<file path="src/rtl/adpll_pkg.sv">
// Shared ADPLL definitions: TDC state encoding, magnitude width/limit and the
// lead polarity convention agreed with the loop filter.
package adpll_pkg;

    typedef enum logic [0:0] {
        TDC_IDLE  = 1'b0,
        TDC_COUNT = 1'b1
    } tdc_state_e;

    localparam int OUT_WIDTH_DEF = 8;
    localparam logic [OUT_WIDTH_DEF-1:0] MAG_MAX = {OUT_WIDTH_DEF{1'b1}};

    // lead = 1 means the feedback edge arrived before the reference edge
    localparam logic LEAD_FB  = 1'b1;
    localparam logic LEAD_REF = 1'b0;

endpackage

</file>
<file path="src/rtl/phase_tdc_detector_if.sv">
// Phase-error bus from the TDC to the loop filter: magnitude, direction and strobes.
interface phase_tdc_detector_if
    import adpll_pkg::*;
#(
    parameter int OUT_WIDTH = OUT_WIDTH_DEF
);
    logic [OUT_WIDTH-1:0] master_out;
    logic                 lead;
    logic                 valid;
    logic                 slip;
    logic                 timeout;

    modport master (output master_out, lead, valid, slip, timeout);
    modport slave  (input  master_out, lead, valid, slip, timeout);
endinterface

</file>
<file path="src/rtl/edge_sync.sv">
// Synchronizes an asynchronous clock input into the clk domain and emits a
// registered single-cycle pulse on each rising edge.
module edge_sync #(
    parameter int SYNC_STAGES = 2
) (
    input  logic clk,
    input  logic rstn,
    input  logic async_i,
    output logic rise_o
);

    logic [SYNC_STAGES-1:0] sync_q;
    logic                   prev_q;
    logic                   rise_q;

    // synchronizer chain, delayed copy and rising-edge pulse
    always_ff @(posedge clk) begin
        if (!rstn) begin
            sync_q <= {SYNC_STAGES{1'b0}};
            prev_q <= 1'b0;
            rise_q <= 1'b0;
        end else begin
            sync_q <= {sync_q[SYNC_STAGES-2:0], async_i};
            prev_q <= sync_q[SYNC_STAGES-1];
            rise_q <= sync_q[SYNC_STAGES-1] & ~prev_q;
        end
    end

    assign rise_o = rise_q;

endmodule

</file>
<file path="src/rtl/phase_tdc_detector.sv">
// Counter-based phase detector: measures the clk-cycle distance between reference
// and feedback rising edges and reports saturated magnitude plus lead direction.
module phase_tdc_detector
    import adpll_pkg::*;
#(
    parameter int OUT_WIDTH      = OUT_WIDTH_DEF,
    parameter int SYNC_STAGES    = 2,
    parameter int TIMEOUT_CYCLES = 1023
) (
    input  logic                 clk,
    input  logic                 rstn,
    input  logic                 enable,
    input  logic                 ref_in,
    input  logic                 fb_in,
    phase_tdc_detector_if.master tdc
);

    localparam logic [0:0] S_IDLE  = TDC_IDLE;
    localparam logic [0:0] S_COUNT = TDC_COUNT;
    localparam int TCNT_W = $clog2(TIMEOUT_CYCLES + 1);
    localparam logic [OUT_WIDTH-1:0] MAX_L      = {OUT_WIDTH{1'b1}};
    localparam logic [OUT_WIDTH-1:0] ZERO_L     = {OUT_WIDTH{1'b0}};
    localparam logic [TCNT_W-1:0]    TCNT_ZERO  = {TCNT_W{1'b0}};
    localparam logic [TCNT_W-1:0]    TCNT_ONE   = {{(TCNT_W-1){1'b0}}, 1'b1};
    localparam logic [TCNT_W-1:0]    TCNT_LAST  = TCNT_W'(TIMEOUT_CYCLES - 1);

    function automatic logic [OUT_WIDTH-1:0] sat_inc(input logic [OUT_WIDTH-1:0] v);
        return (v == MAX_L) ? MAX_L : v + {{(OUT_WIDTH-1){1'b0}}, 1'b1};
    endfunction

    logic ref_e_s, fb_e_s;
    logic same_e_s, other_e_s;

    logic [0:0]           state_q, state_d;
    logic [OUT_WIDTH-1:0] count_q, count_d;
    logic [TCNT_W-1:0]    tcnt_q, tcnt_d;
    logic                 first_fb_q, first_fb_d;
    logic [OUT_WIDTH-1:0] mag_q, mag_d;
    logic                 lead_q, lead_d;
    logic                 valid_q, valid_d;
    logic                 slip_q, slip_d;
    logic                 timeout_q, timeout_d;

    edge_sync #(.SYNC_STAGES(SYNC_STAGES)) u_sync_ref (
        .clk     (clk),
        .rstn    (rstn),
        .async_i (ref_in),
        .rise_o  (ref_e_s)
    );

    edge_sync #(.SYNC_STAGES(SYNC_STAGES)) u_sync_fb (
        .clk     (clk),
        .rstn    (rstn),
        .async_i (fb_in),
        .rise_o  (fb_e_s)
    );

    assign same_e_s  = first_fb_q ? fb_e_s  : ref_e_s;
    assign other_e_s = first_fb_q ? ref_e_s : fb_e_s;

    // FSM, measurement counters and next output values
    always_comb begin
        state_d    = state_q;
        count_d    = count_q;
        tcnt_d     = tcnt_q;
        first_fb_d = first_fb_q;
        mag_d      = mag_q;
        lead_d     = lead_q;
        valid_d    = 1'b0;
        slip_d     = 1'b0;
        timeout_d  = 1'b0;
        if (!enable) begin
            state_d = S_IDLE;
            count_d = ZERO_L;
            tcnt_d  = TCNT_ZERO;
        end else begin
            case (state_q)
                S_IDLE: begin
                    if (ref_e_s && fb_e_s) begin
                        mag_d   = ZERO_L;
                        lead_d  = LEAD_FB;
                        valid_d = 1'b1;
                    end else if (ref_e_s || fb_e_s) begin
                        state_d    = S_COUNT;
                        count_d    = ZERO_L;
                        tcnt_d     = TCNT_ZERO;
                        first_fb_d = fb_e_s;
                    end else begin
                        state_d = S_IDLE;
                    end
                end
                S_COUNT: begin
                    // a restart right after a slip strobe cannot terminate in the very next cycle
                    if (same_e_s) begin
                        mag_d   = MAX_L;
                        lead_d  = first_fb_q ? LEAD_FB : LEAD_REF;
                        valid_d = 1'b1;
                        slip_d  = 1'b1;
                        count_d = ZERO_L;
                        tcnt_d  = TCNT_ZERO;
                    end else if (other_e_s && !valid_q) begin
                        mag_d   = sat_inc(count_q);
                        lead_d  = first_fb_q ? LEAD_FB : LEAD_REF;
                        valid_d = 1'b1;
                        state_d = S_IDLE;
                    end else if (tcnt_q == TCNT_LAST) begin
                        mag_d     = MAX_L;
                        lead_d    = first_fb_q ? LEAD_FB : LEAD_REF;
                        valid_d   = 1'b1;
                        timeout_d = 1'b1;
                        state_d   = S_IDLE;
                    end else begin
                        count_d = sat_inc(count_q);
                        tcnt_d  = tcnt_q + TCNT_ONE;
                    end
                end
                default: begin
                    state_d = S_IDLE;
                    count_d = ZERO_L;
                    tcnt_d  = TCNT_ZERO;
                end
            endcase
        end
    end

    // state and output registers
    always_ff @(posedge clk) begin
        if (!rstn) begin
            state_q    <= S_IDLE;
            count_q    <= ZERO_L;
            tcnt_q     <= TCNT_ZERO;
            first_fb_q <= 1'b0;
            mag_q      <= ZERO_L;
            lead_q     <= LEAD_FB;
            valid_q    <= 1'b0;
            slip_q     <= 1'b0;
            timeout_q  <= 1'b0;
        end else begin
            state_q    <= state_d;
            count_q    <= count_d;
            tcnt_q     <= tcnt_d;
            first_fb_q <= first_fb_d;
            mag_q      <= mag_d;
            lead_q     <= lead_d;
            valid_q    <= valid_d;
            slip_q     <= slip_d;
            timeout_q  <= timeout_d;
        end
    end

    assign tdc.master_out = mag_q;
    assign tdc.lead       = lead_q;
    assign tdc.valid      = valid_q;
    assign tdc.slip       = slip_q;
    assign tdc.timeout    = timeout_q;

endmodule

</file>
<file path="src/flat_wrapper.sv">
// flat-port wrapper written by rule: the top's interface ports become plain ports
module phase_tdc_detector_flat import adpll_pkg::*;
#(
    parameter int OUT_WIDTH      = OUT_WIDTH_DEF,
    parameter int SYNC_STAGES    = 2,
    parameter int TIMEOUT_CYCLES = 1023
)
  (clk, rstn, enable, ref_in, fb_in, tdc_master_out, tdc_lead, tdc_valid, tdc_slip, tdc_timeout);
  phase_tdc_detector_if #(.OUT_WIDTH(OUT_WIDTH)) tdc_i ();
  input  logic clk;
  input  logic rstn;
  input  logic enable;
  input  logic ref_in;
  input  logic fb_in;
  output wire logic [$bits(tdc_i.master_out)-1:0] tdc_master_out;
  output wire logic [$bits(tdc_i.lead)-1:0] tdc_lead;
  output wire logic [$bits(tdc_i.valid)-1:0] tdc_valid;
  output wire logic [$bits(tdc_i.slip)-1:0] tdc_slip;
  output wire logic [$bits(tdc_i.timeout)-1:0] tdc_timeout;
  assign tdc_master_out = tdc_i.master_out;
  assign tdc_lead = tdc_i.lead;
  assign tdc_valid = tdc_i.valid;
  assign tdc_slip = tdc_i.slip;
  assign tdc_timeout = tdc_i.timeout;
  phase_tdc_detector #(.OUT_WIDTH(OUT_WIDTH), .SYNC_STAGES(SYNC_STAGES), .TIMEOUT_CYCLES(TIMEOUT_CYCLES)) u_core (.clk(clk), .rstn(rstn), .enable(enable), .ref_in(ref_in), .fb_in(fb_in), .tdc(tdc_i));
endmodule
</file>
<file path="config.mk">
export PLATFORM = sky130hd
export DESIGN_NAME = phase_tdc_detector_flat
export DESIGN_NICKNAME = d
export VERILOG_FILES = /design/src/rtl/adpll_pkg.sv /design/src/rtl/phase_tdc_detector_if.sv /design/src/rtl/edge_sync.sv /design/src/rtl/phase_tdc_detector.sv /design/src/flat_wrapper.sv
export SDC_FILE = /design/constraint.sdc
export NUM_CORES = 1
export LEC_CHECK = 0
export BUFFER_PORTS_ARGS = -buffer_cell sky130_fd_sc_hd__buf_2
export CAP_MARGIN = 5
export CORE_ASPECT_RATIO = 0.8
export CORE_MARGIN = 4
export CORE_UTILIZATION = 30
export CTS_CLUSTER_DIAMETER = 120
export DETAILED_ROUTE_END_ITERATION = 8
export PLACE_DENSITY_LB_ADDON = 0.2
export SLEW_MARGIN = 20
export SYNTH_ARGS = -nofsm -noshare
export SYNTH_HDL_FRONTEND = slang
export SYNTH_SLANG_ARGS = --single-unit
</file>
<file path="constraint.sdc">
create_clock -name clk -period 2.7 [get_ports clk]
set_input_delay 0.135 -clock clk [delete_from_list [all_inputs] [get_ports clk]]
set_output_delay 0.135 -clock clk [all_outputs]
set_load 0.05 [all_outputs]
</file>
==> impl_metrics.py, run 1 <==
metrics = {
    "cts": {
        "cts_repair_resize_count": 0,
        "cts-root-to-sink-buffers": 2,
        "cts-buffers-inserted": 5,
        "clk_latency_worst_skew_pair_ns": 0.29,
        "post_cts_hold_buffer_count": 0,
        "ctsRootBufferMaster": "sky130_fd_sc_hd__clkbuf_8",
        "clk_transition_reported_paths_ns": 0.08,
        "post_cts.repair.setup_buffers": 0,
        "cts_tree": "done",
        "clock_sinks": 40,
        "ctsHtreeMaxLevel": 2,
    },
    "critical_path": {
        "cp_cell_sequence": "mux2i_1 -> nand3_1 -> a2111oi_0 -> o22a_1",
        "worst-r2r-setup-slack_ns": 0.48,
        "cp.required_ns": 2.94,
        "crit_path_start_kind": "flip-flop",
        "crit_arrival_ns": 2.45,
        "worst-setup-path-type": "flip-flop to flip-flop",
        "r2r_end": "u_core.tcnt_q[7]",
        "critical_path.slowest_cell": "sky130_fd_sc_hd__a2111oi_0",
        "worstPathMaxFanout": 11,
        "cp_slowest_stage_delay_ns": 0.56,
        "critPathCaptureType": "flip-flop",
        "timing.critical_path.buf_inv": 0,
        "rr_worst_depth": 4,
        "r2r-start": "u_core.first_fb_q",
        "crit_family": "compound AO/OA/AOI/OAI gates",
    },
    "min_path": {
        "hold_path_startpoint": "ref_in",
        "hold-path-cell-count": 2,
        "worstHoldPathType": "input port to flip-flop",
        "hold_path_end": "u_core.u_sync_ref.sync_q[0]",
    },
    "detailed_routing": {
        "drt_drc_violations_left": 0,
        "post_route_wl_mm": 4.479,
        "total_number_of_vias": 1657,
        "ant_nets": 0,
        "first_pass_iters": 4,
        "drt_iter0_markers": 197,
        "avg_vias_per_cell": 5.311,
        "post_drt_wl_per_cell_um": 14.36,
    },
    "timing": {
        "min_period_over_period": 0.8214,
        "max_freq_mhz": 450.9,
        "grt_setup_unrepaired": "false",
        "worst_pin_slew_ns": 0.5131,
        "finalSetupViolations": 0,
        "slew_viol_final": 0,
        "min_period_ns": 2.218,
        "fin_worst_skew_ns": 0.007264,
        "setup_total_negative_slack_ns": 0,
        "finalHoldViolCount": 0,
        "timing.max_slew.rel_slack": 0.6482,
    },
    "synthesis": {
        "post_synth_mux_area_share": 0.06608,
        "syn_nets": 223,
        "synthMostInstantiatedCell": "sky130_fd_sc_hd__dfxtp_1",
        "syn_inst_count": 213,
        "async_reset_ff_frac": 0,
        "synth_top_family_by_area": "simple AND/OR/NAND/NOR gates",
        "number_of_synthesized_register_bits": 40,
        "synth_compound_gate_area_share": 0.2127,
        "synthesis.area_per_instance_um2": 9.334,
        "ys_types": 51,
        "ys_top_cells_by_count": "40 x sky130_fd_sc_hd__dfxtp_1, 18 x sky130_fd_sc_hd__nand2_1, 14 x sky130_fd_sc_hd__and2_1",
        "ys_warn_count": 0,
        "yosys.area_share.xor_xnor": 0.004405,
        "ys.flop_type": "sky130_fd_sc_hd__dfxtp_1",
        "synth_top_cells_by_area": "sky130_fd_sc_hd__dfxtp_1 40%, sky130_fd_sc_hd__mux2i_1 6.0%, sky130_fd_sc_hd__and2_1 4.4%",
        "ys_seq_area_frac": 0.4028,
        "synth_top_area_share": 0.4028,
        "synthSimpleGateAreaFrac": 0.2505,
        "syn-cell-area_mm2": 0.001988,
        "synthAdderAreaFrac": 0.03147,
        "number_of_enable_type_register_cells_in_the_synthesized_netlist": 0,
        "yosys.area.top_type": "sky130_fd_sc_hd__dfxtp_1",
    },
    "finish": {
        "finalNetCount": 237,
        "layout-drive-gt1-share": 0.1447,
        "area.growth.synth_to_final_pct": 15.42,
        "fin_area_mm2": 0.002295,
        "antenna_cells_inserted": 0,
    },
    "power": {
        "irDropWorstVdd_v": 0.0002673,
        "power-per-cell-area_mw_per_mm2": 577.3,
        "total_leakage_power_nw": 0.9355,
    },
    "grt": {
        "grt_first_pass_wirelength_mm": 7.638,
        "grt_antenna_before_repair": 0,
        "grt_start_max_net_pins": 20,
        "grt.total_usage": 0.1185,
        "via_count_of_the_first_global_routing_pass": 1568,
        "globalRouteOverflowTotal": 0,
    },
    "outcome": {
        "run_status": "finished clean",
    },
    "placed_design": {
        "finalWeightedCongestion": 0.7517,
        "io_buffers": 16,
        "post-dp-hpwl_mm": 3.248,
        "placed_cell_area_mm2": 0.002136,
    },
    "floorplanning": {
        "total_die_area_mm2": 0.008002,
        "row_count": 26,
        "initial_core_util": 0.3102,
        "die_w_um": 99.02,
        "core_region_area_mm2": 0.006409,
        "floorplan.die.height_um": 80.82,
        "io_pins": 17,
    },
    "run": {
        "drv.max_cap_violation_count": 0,
    },
}
==> worst reg2reg max path: stages (launching register included) <==
cell	delay, ns
sky130_fd_sc_hd__dfxtp_1	0.43
sky130_fd_sc_hd__mux2i_1	0.50
sky130_fd_sc_hd__nand3_1	0.48
sky130_fd_sc_hd__a2111oi_0	0.57
sky130_fd_sc_hd__o22a_1	0.19
==> per-layer routing <==
layer  up-vias  part of all wire  GRT usage
met5         -                 0          0
met4         0            0.0036    0.03411
met3         2             0.061    0.03519
met2        44              0.42     0.1769
met1       784              0.52     0.1656
li1        827                 -          -
==> where the power goes <==
part           internal [W]  switching (W)
logic             0.0000193      0.0000361
registers          0.000595     0.00000416
clock network      0.000462       0.000208
total               0.00108       0.000248
==> through the flow <==
step / hold WS [ns] / setup WS (ns) / power (W) / utilization / std cells
floorplan: 0.2623 / 0.8165 / 0.0006541 / - / 213
global placement: 0.3501 / 0.6052 / 0.0006690 / 0.3333 / 304
detailed placement: 0.3497 / 0.6084 / 0.0006694 / 0.3333 / 304
CTS: 0.03948 / 0.5715 / 0.001345 / 0.3581 / 312
global route: 0.05896 / 0.2645 / 0.001378 / 0.3581 / 312
finish: 0.05301 / 0.4822 / 0.001325 / 0.3581 / 312
==> worst max path at each step <==
stage	to	startpoint	cells after the start	slack, ns
4_1_cts	u_core.tcnt_q[7]	u_core.first_fb_q	4	0.57
3_5_place_dp	u_core.tcnt_q[7]	u_core.first_fb_q	4	0.61
5_1_grt	u_core.tcnt_q[7]	u_core.first_fb_q	4	0.26
3_3_place_gp	u_core.tcnt_q[7]	u_core.first_fb_q	4	0.61
6_report	u_core.tcnt_q[7]	u_core.first_fb_q	4	0.48
2_1_floorplan	u_core.tdc.master_out[6]	u_core.tdc.valid	4	0.82
==> flip-flops by register name (all words and copies together) (netlist names) <==
name,cells
u_core.u_sync_fb.sync_q,2
u_core.state_q,1
u_core.u_sync_ref.sync_q,2
u_core.u_sync_ref.rise_o,1
u_core.u_sync_fb.rise_o,1
u_core.count_q,8
u_core.u_sync_ref.prev_q,1
u_core.tcnt_q,10
u_core.tdc.master_out,8
u_core.tdc.valid,1
u_core.first_fb_q,1
u_core.tdc.slip,1
u_core.u_sync_fb.prev_q,1
u_core.tdc.timeout,1
u_core.tdc.lead,1
==> final cells by class <==
| cell class | instances | area, um^2 |
|---|---|---|
| well taps | 84 | 105.1 |
| inverters | 5 | 18.77 |
| multi-input cells | 158 | 1124 |
| flip-flops and latches | 40 | 800.8 |
| clock inverters | 3 | 90.09 |
| repair buffers | 17 | 87.58 |
| fillers | 648 | 4114 |
| clock buffers | 5 | 68.82 |
==> cell usage in the layout (no fill, tap or decap), drive strengths merged, types with 4 or more instances in the layout <==
master	count
and4	4
nor2	11
and3	4
nand3	12
clkbuf	5
nand2	18
nand4	5
o2bb2ai	6
ha	5
a21oi	10
inv	5
dfxtp	40
mux2i	12
and2	15
buf	17
nor3	4
==> logic make-up (layout without fill, tap and decap cells) <==
logic type,after synthesis,in the layout
and+or+nand+nor,89,89
AOI/OAI and AO/OA,50,50
DFF,40,40
buffers and inverters,15,30
muxes,13,13
adders and majority gates,5,5
xor gates and xnor gates,1,1
No activity file was read; power rests on OpenSTA's default activity.
==> inputs of run 2 (changes only) <==
Clock period 2.7 ns to 1.79 ns, I/O delays scaled along.
==> impl_metrics.py, run 2 (synthesized netlist as in run 1, its figures left out) <==
metrics = {
    "critical_path": {
        "crit_path_start_kind": "flip-flop",
        "rr_worst_depth": 8,
        "r2r-start": "u_core.u_sync_fb.rise_o",
        "critical_path.slowest_cell": "sky130_fd_sc_hd__a2111oi_0",
        "critical_path_cell_count": 8,
        "cp_cell_sequence": "buf_4 -> mux2i_1 -> buf_4 -> o32ai_4 -> buf_4 -> buf_12 -> a2111oi_0 -> a211o_1",
        "path_common_cell": "sky130_fd_sc_hd__buf_4",
        "cp.required_ns": 2.04,
        "worst-r2r-setup-slack_ns": 0.05,
        "critPathCaptureType": "flip-flop",
        "crit_family": "compound AO/OA/AOI/OAI gates",
        "worstPathMaxFanout": 9,
        "cp_slowest_stage_delay_ns": 0.42,
        "r2r_end": "u_core.tcnt_q[3]",
        "crit_arrival_ns": 1.98,
        "worst-setup-path-type": "flip-flop to flip-flop",
        "timing.critical_path.buf_inv": 4,
    },
    "cts": {
        "ctsHtreeMaxLevel": 2,
        "clk_latency_worst_skew_pair_ns": 0.29,
        "cts-root-to-sink-buffers": 2,
        "clk_transition_reported_paths_ns": 0.08,
        "cts_tree": "done",
        "clock_sinks": 40,
        "cts-buffers-inserted": 5,
        "ctsRootBufferMaster": "sky130_fd_sc_hd__clkbuf_8",
    },
    "power": {
        "p_sw_w": 0.0003902,
        "swShare": 0.2119,
        "share_comb_of_total_power": 0.071,
        "irDropWorstVdd_v": 0.0004163,
        "total_leakage_power_nw": 1.137,
        "power_frac_seq": 0.489,
        "power-per-cell-area_mw_per_mm2": 700.3,
        "clkPwrFrac": 0.441,
        "internal_power_w": 0.001452,
    },
    "min_path": {
        "hold-path-cell-count": 2,
        "hold_path_end": "u_core.tdc.slip",
        "worstHoldPathType": "input port to flip-flop",
        "hold_path_startpoint": "enable",
    },
    "grt": {
        "grt_first_pass_wirelength_mm": 8.259,
        "grt_start_max_net_pins": 17,
        "globalRouteOverflowTotal": 0,
        "grt.total_usage": 0.1297,
        "grt_antenna_before_repair": 0,
        "via_count_of_the_first_global_routing_pass": 1705,
    },
    "detailed_routing": {
        "drt_iter0_markers": 105,
        "ant_nets": 0,
        "first_pass_iters": 4,
        "total_number_of_vias": 1787,
        "drt_drc_violations_left": 0,
        "avg_vias_per_cell": 5.091,
        "post_route_wl_mm": 4.799,
        "post_drt_wl_per_cell_um": 13.67,
    },
    "finish": {
        "finalNetCount": 276,
        "filler_cell_count": 649,
        "fin_area_mm2": 0.002630,
        "largest_register_ffs": 10,
        "regMostFlops": "u_core.tcnt_q",
        "antenna_cells_inserted": 0,
        "layout-drive-gt1-share": 0.3034,
        "area_used_by_multi_input_combinational_logic_mm2": 0.001167,
        "seq_area_um2": 810.8,
        "mostFrequentLayoutCells": "36 x sky130_fd_sc_hd__buf_4, 36 x sky130_fd_sc_hd__dfxtp_1, 18 x sky130_fd_sc_hd__nand2_1",
        "area.growth.synth_to_final_pct": 32.28,
    },
    "floorplanning": {
        "row_count": 26,
        "die_w_um": 99.02,
        "initial_core_util": 0.3102,
        "io_pins": 17,
        "core_region_area_mm2": 0.006409,
        "floorplan.die.height_um": 80.82,
        "total_die_area_mm2": 0.008002,
    },
    "timing": {
        "min_period_ns": 1.737,
        "min_period_over_period": 0.9705,
        "finalHoldViolCount": 0,
        "timing.max_slew.rel_slack": 0.7221,
        "grt_setup_unrepaired": "true",
        "max_freq_mhz": 575.6,
        "fin_worst_skew_ns": 0.01182,
        "whs_ns": 0.1584,
        "worst_pin_slew_ns": 0.4132,
        "slew_viol_final": 0,
        "finalSetupViolations": 0,
    },
    "placed_design": {
        "finalWeightedCongestion": 0.8093,
        "placed_cell_area_mm2": 0.002409,
        "post-dp-hpwl_mm": 3.631,
        "io_buffers": 16,
    },
    "outcome": {
        "run_status": "finished clean",
    },
    "run": {
        "drv.max_cap_violation_count": 0,
    },
}
## run 2: changes by cell type in the layout (fill, tap and decap cells not counted), moves of 2 or more
cell,change
sky130_fd_sc_hd__dfxtp_4,+2
sky130_fd_sc_hd__dfxtp_1,-4
sky130_fd_sc_hd__clkbuf_8,+2
sky130_fd_sc_hd__buf_4,+35
sky130_fd_sc_hd__or4b_2,-2
sky130_fd_sc_hd__dfxtp_2,+2
sky130_fd_sc_hd__bufinv_16,-2
sky130_fd_sc_hd__or4b_4,+2
sky130_fd_sc_hd__dlygate4sd3_1,+2
## run 2: cell type report
class / count / area share
tap: 84 / 0.03996
timing repair buffer: 56 / 0.1527
clock inverter: 1 / 0.01142
multi-input combinational: 158 / 0.4439
clock buffer: 7 / 0.03663
inverter: 5 / 0.007136
sequential: 40 / 0.3083
## run 2: power groups by stage
stage	Clock, W	Combinational [W]	Sequential [W]
CTS	0.000837	0.000127	0.000902
finish	0.000811	0.000130	0.000900
floorplan	0	0.0000602	0.000927
global route	0.000876	0.000143	0.000902
detailed placement	0	0.000117	0.000924
global placement	0	0.000117	0.000923
## run 2: worst max path at each step
stage | from | to | slack (ns)
after floorplan | u_core.u_sync_fb.rise_o | u_core.count_q[0] | 0.03
after global placement | u_core.u_sync_fb.rise_o | u_core.count_q[3] | -0.07
after CTS | u_core.tcnt_q[0] | u_core.tcnt_q[3] | 0.003
final | u_core.u_sync_fb.rise_o | u_core.tcnt_q[3] | 0.05
after global routing | u_core.tcnt_q[0] | u_core.tdc.master_out[3] | -0.05
after detailed placement | u_core.u_sync_fb.rise_o | u_core.count_q[1] | -0.09
## run 2: metrics by stage
| stage | setup WS, ns | total power [W] | utilization | TNS, ns | std cells |
|---|---|---|---|---|---|
| 6_report | 0.05277 | 0.001842 | 0.4104 | 0 | 351 |
| 5_1_grt | -0.04884 | 0.001921 | 0.4104 | -0.2993 | 351 |
| 4_1_cts | 0.002519 | 0.001866 | 0.4067 | 0 | 350 |
| 3_5_place_dp | -0.09443 | 0.001040 | 0.3758 | -0.5888 | 338 |
| 3_3_place_gp | -0.06571 | 0.001041 | 0.3758 | -0.3828 | 338 |
| 2_1_floorplan | 0.03295 | 0.0009871 | - | 0 | 213 |
## run 2: layer usage
layer,track usage,routed length (um),up-vias
li1,-,-,904
met4,0.04093,48,0
met3,0.03433,266,5
met2,0.1897,1947,48
met5,0,0,-
met1,0.1855,2536,830
## run 2: repair_timing
| action | in CTS | in global routing |
|---|---|---|
| hold endpoints to repair | 2 | 0 |
| buffers inserted | 2 | 1 |
| hold buffers | 2 | 0 |
| resized for setup | 10 | 5 |
| pin swaps | 2 | 3 |
| setup endpoints to repair | 16 | 20 |
## run 2: worst reg2reg max path: stages (launching register included)
cell and delay [ns]:
sky130_fd_sc_hd__dfxtp_4 0.36, sky130_fd_sc_hd__buf_4 0.13, sky130_fd_sc_hd__mux2i_1 0.12, sky130_fd_sc_hd__buf_4 0.14, sky130_fd_sc_hd__o32ai_4 0.09, sky130_fd_sc_hd__buf_4 0.15, sky130_fd_sc_hd__buf_12 0.13, sky130_fd_sc_hd__a2111oi_0 0.42
sky130_fd_sc_hd__a211o_1 0.15
==> inputs of run 3 (changes only) <==
Clock period 1.79 ns to 1.8 ns, I/O delays scaled along.
==> impl_metrics.py, run 3 (synthesized netlist as in run 1, its figures left out) <==
metrics = {
    "floorplanning": {
        "core_region_area_mm2": 0.006409,
        "floorplan.die.height_um": 80.82,
        "initial_core_util": 0.3102,
        "io_pins": 17,
        "row_count": 26,
        "die_w_um": 99.02,
        "total_die_area_mm2": 0.008002,
    },
    "grt": {
        "grt_first_pass_wirelength_mm": 8.114,
        "grt.met2_usage": 0.1836,
        "via_count_of_the_first_global_routing_pass": 1665,
        "globalRouteOverflowTotal": 0,
        "grt_most_used_layer": "met2",
        "gr-usage-met3": 0.03004,
        "grt.total_usage": 0.1252,
        "grt_start_max_net_pins": 19,
        "global_route.usage.met1": 0.1813,
        "grt_antenna_before_repair": 0,
    },
    "timing": {
        "finalHoldViolCount": 0,
        "min_period_over_period": 0.9683,
        "worst_pin_slew_ns": 0.3541,
        "max_freq_mhz": 573.7,
        "timing.max_slew.rel_slack": 0.7578,
        "grt_setup_unrepaired": "true",
        "fin_worst_skew_ns": 0.005220,
        "setup_ws_ns": 0.05707,
        "min_period_ns": 1.743,
        "slew_viol_final": 0,
        "finalSetupViolations": 0,
    },
    "placed_design": {
        "post-dp-hpwl_mm": 3.566,
        "post-place-ws_ns": -0.07359,
        "finalWeightedCongestion": 0.7740,
        "io_buffers": 16,
    },
    "min_path": {
        "hold-path-cell-count": 2,
        "worstHoldPathType": "input port to flip-flop",
    },
    "finish": {
        "area.growth.synth_to_final_pct": 27.25,
        "mostFrequentLayoutCells": "36 x sky130_fd_sc_hd__dfxtp_1, 28 x sky130_fd_sc_hd__buf_4, 18 x sky130_fd_sc_hd__nand2_1",
        "finalNetCount": 267,
        "antenna_cells_inserted": 0,
        "layout-drive-gt1-share": 0.2713,
        "most_frequent_standard_cell_in_the_layout_excluding_fill_and_tap_cells": "sky130_fd_sc_hd__dfxtp_1",
        "regMostFlops": "u_core.tcnt_q",
        "largest_register_ffs": 10,
    },
    "detailed_routing": {
        "first_pass_iters": 4,
        "total_number_of_vias": 1729,
        "post_route_wl_mm": 4.731,
        "drt_iter0_markers": 116,
        "post_drt_wl_per_cell_um": 13.83,
        "ant_nets": 0,
        "avg_vias_per_cell": 5.056,
        "drt_drc_violations_left": 0,
    },
    "power": {
        "irDropWorstVdd_v": 0.0003467,
        "power-per-cell-area_mw_per_mm2": 690.3,
        "p_sw_w": 0.0003860,
        "total_leakage_power_nw": 1.077,
        "power_frac_seq": 0.514,
        "swShare": 0.2210,
        "internal_power_w": 0.001360,
        "share_comb_of_total_power": 0.070,
        "clkPwrFrac": 0.417,
        "totalPowerFinal_w": 0.001746,
    },
    "critical_path": {
        "critPathCaptureType": "flip-flop",
        "crit_arrival_ns": 1.93,
        "worstPathMaxFanout": 8,
        "rr_worst_depth": 7,
        "worst-setup-path-type": "flip-flop to flip-flop",
        "cp.required_ns": 1.99,
        "crit_path_start_kind": "flip-flop",
        "worst-r2r-setup-slack_ns": 0.06,
    },
    "cts": {
        "cts-root-to-sink-buffers": 2,
        "cts_tree": "done",
        "clock_sinks": 40,
        "ctsRootBufferMaster": "sky130_fd_sc_hd__clkbuf_8",
        "ctsHtreeMaxLevel": 2,
        "cts-buffers-inserted": 5,
        "clk_transition_reported_paths_ns": 0.08,
        "clk_latency_worst_skew_pair_ns": 0.29,
    },
    "run": {
        "drv.max_cap_violation_count": 0,
    },
    "outcome": {
        "run_status": "finished clean",
    },
}
-- run 3: layout make-up --
cell class / instances / area [um^2]
Clock buffer: 6 / 72.57
Clock inverter: 2 / 35.03
Fill cell: 642 / 3879
Inverter: 5 / 18.77
Multi-Input combinational cell: 158 / 1169
Sequential cell: 40 / 808.3
Tap cell: 84 / 105.1
Timing Repair Buffer: 47 / 321.6
-- run 3: path summary, 6_finish.rpt --
| path | startpoint | endpoint |
|---|---|---|
| worst max-delay path | u_core.tcnt_q[0] | u_core.count_q[5] |
| worst min-delay path | enable | u_core.tdc.slip |
| worst max register to register | u_core.tcnt_q[0] | u_core.count_q[5] |
| worst min register to register | u_core.u_sync_ref.prev_q | u_core.u_sync_ref.rise_o |
-- run 3: power by group through the flow --
stage	clock network (W)	registers, W	logic (W)
2_1_floorplan	0	0.000922	0.0000596
3_3_place_gp	0	0.000918	0.000110
3_5_place_dp	0	0.000919	0.000109
4_1_cts	0.000752	0.000898	0.000117
5_1_grt	0.000789	0.000898	0.000135
6_report	0.000728	0.000897	0.000121
-- run 3: what timing repair did --
item                                   in CTS  in global routing
hold buffers                                2                  0
gates resized for setup                     8                  7
endpoints found under the hold margin       2                  0
pin swaps                                   0                  2
buffers inserted                            0                  1
setup endpoints to repair                   9                 15
-- run 3: metal layers --
layer	share of wire	wire, um
met2	0.42	2000
met4	0.0055	26
met5	0	0
met3	0.029	138
met1	0.54	2566
-- run 3: stage by stage --
| step | cells | utilization | TNS, ns | area [um^2] | hold slack [ns] |
|---|---|---|---|---|---|
| 6_report | 342 | 0.3948 | 0 | 2530 | 0.1563 |
| 5_1_grt | 342 | 0.3948 | -0.1772 | 2530 | 0.1698 |
| 4_1_cts | 341 | 0.3901 | 0 | 2500 | 0.1500 |
| 3_5_place_dp | 331 | 0.3651 | -0.2858 | 2340 | 0.2985 |
| 3_3_place_gp | 331 | 0.3651 | -0.1095 | 2340 | 0.2966 |
| 2_1_floorplan | 213 | - | 0 | 1989 | 0.2173 |
-- run 3: critical path: stages, from the launching register on --
cell,delay [ns]
sky130_fd_sc_hd__dfxtp_1,0.32
sky130_fd_sc_hd__inv_1,0.05
sky130_fd_sc_hd__ha_1,0.15
sky130_fd_sc_hd__nand4_1,0.17
sky130_fd_sc_hd__o32ai_4,0.35
sky130_fd_sc_hd__buf_4,0.21
sky130_fd_sc_hd__nor2_1,0.09
sky130_fd_sc_hd__a221o_1,0.29
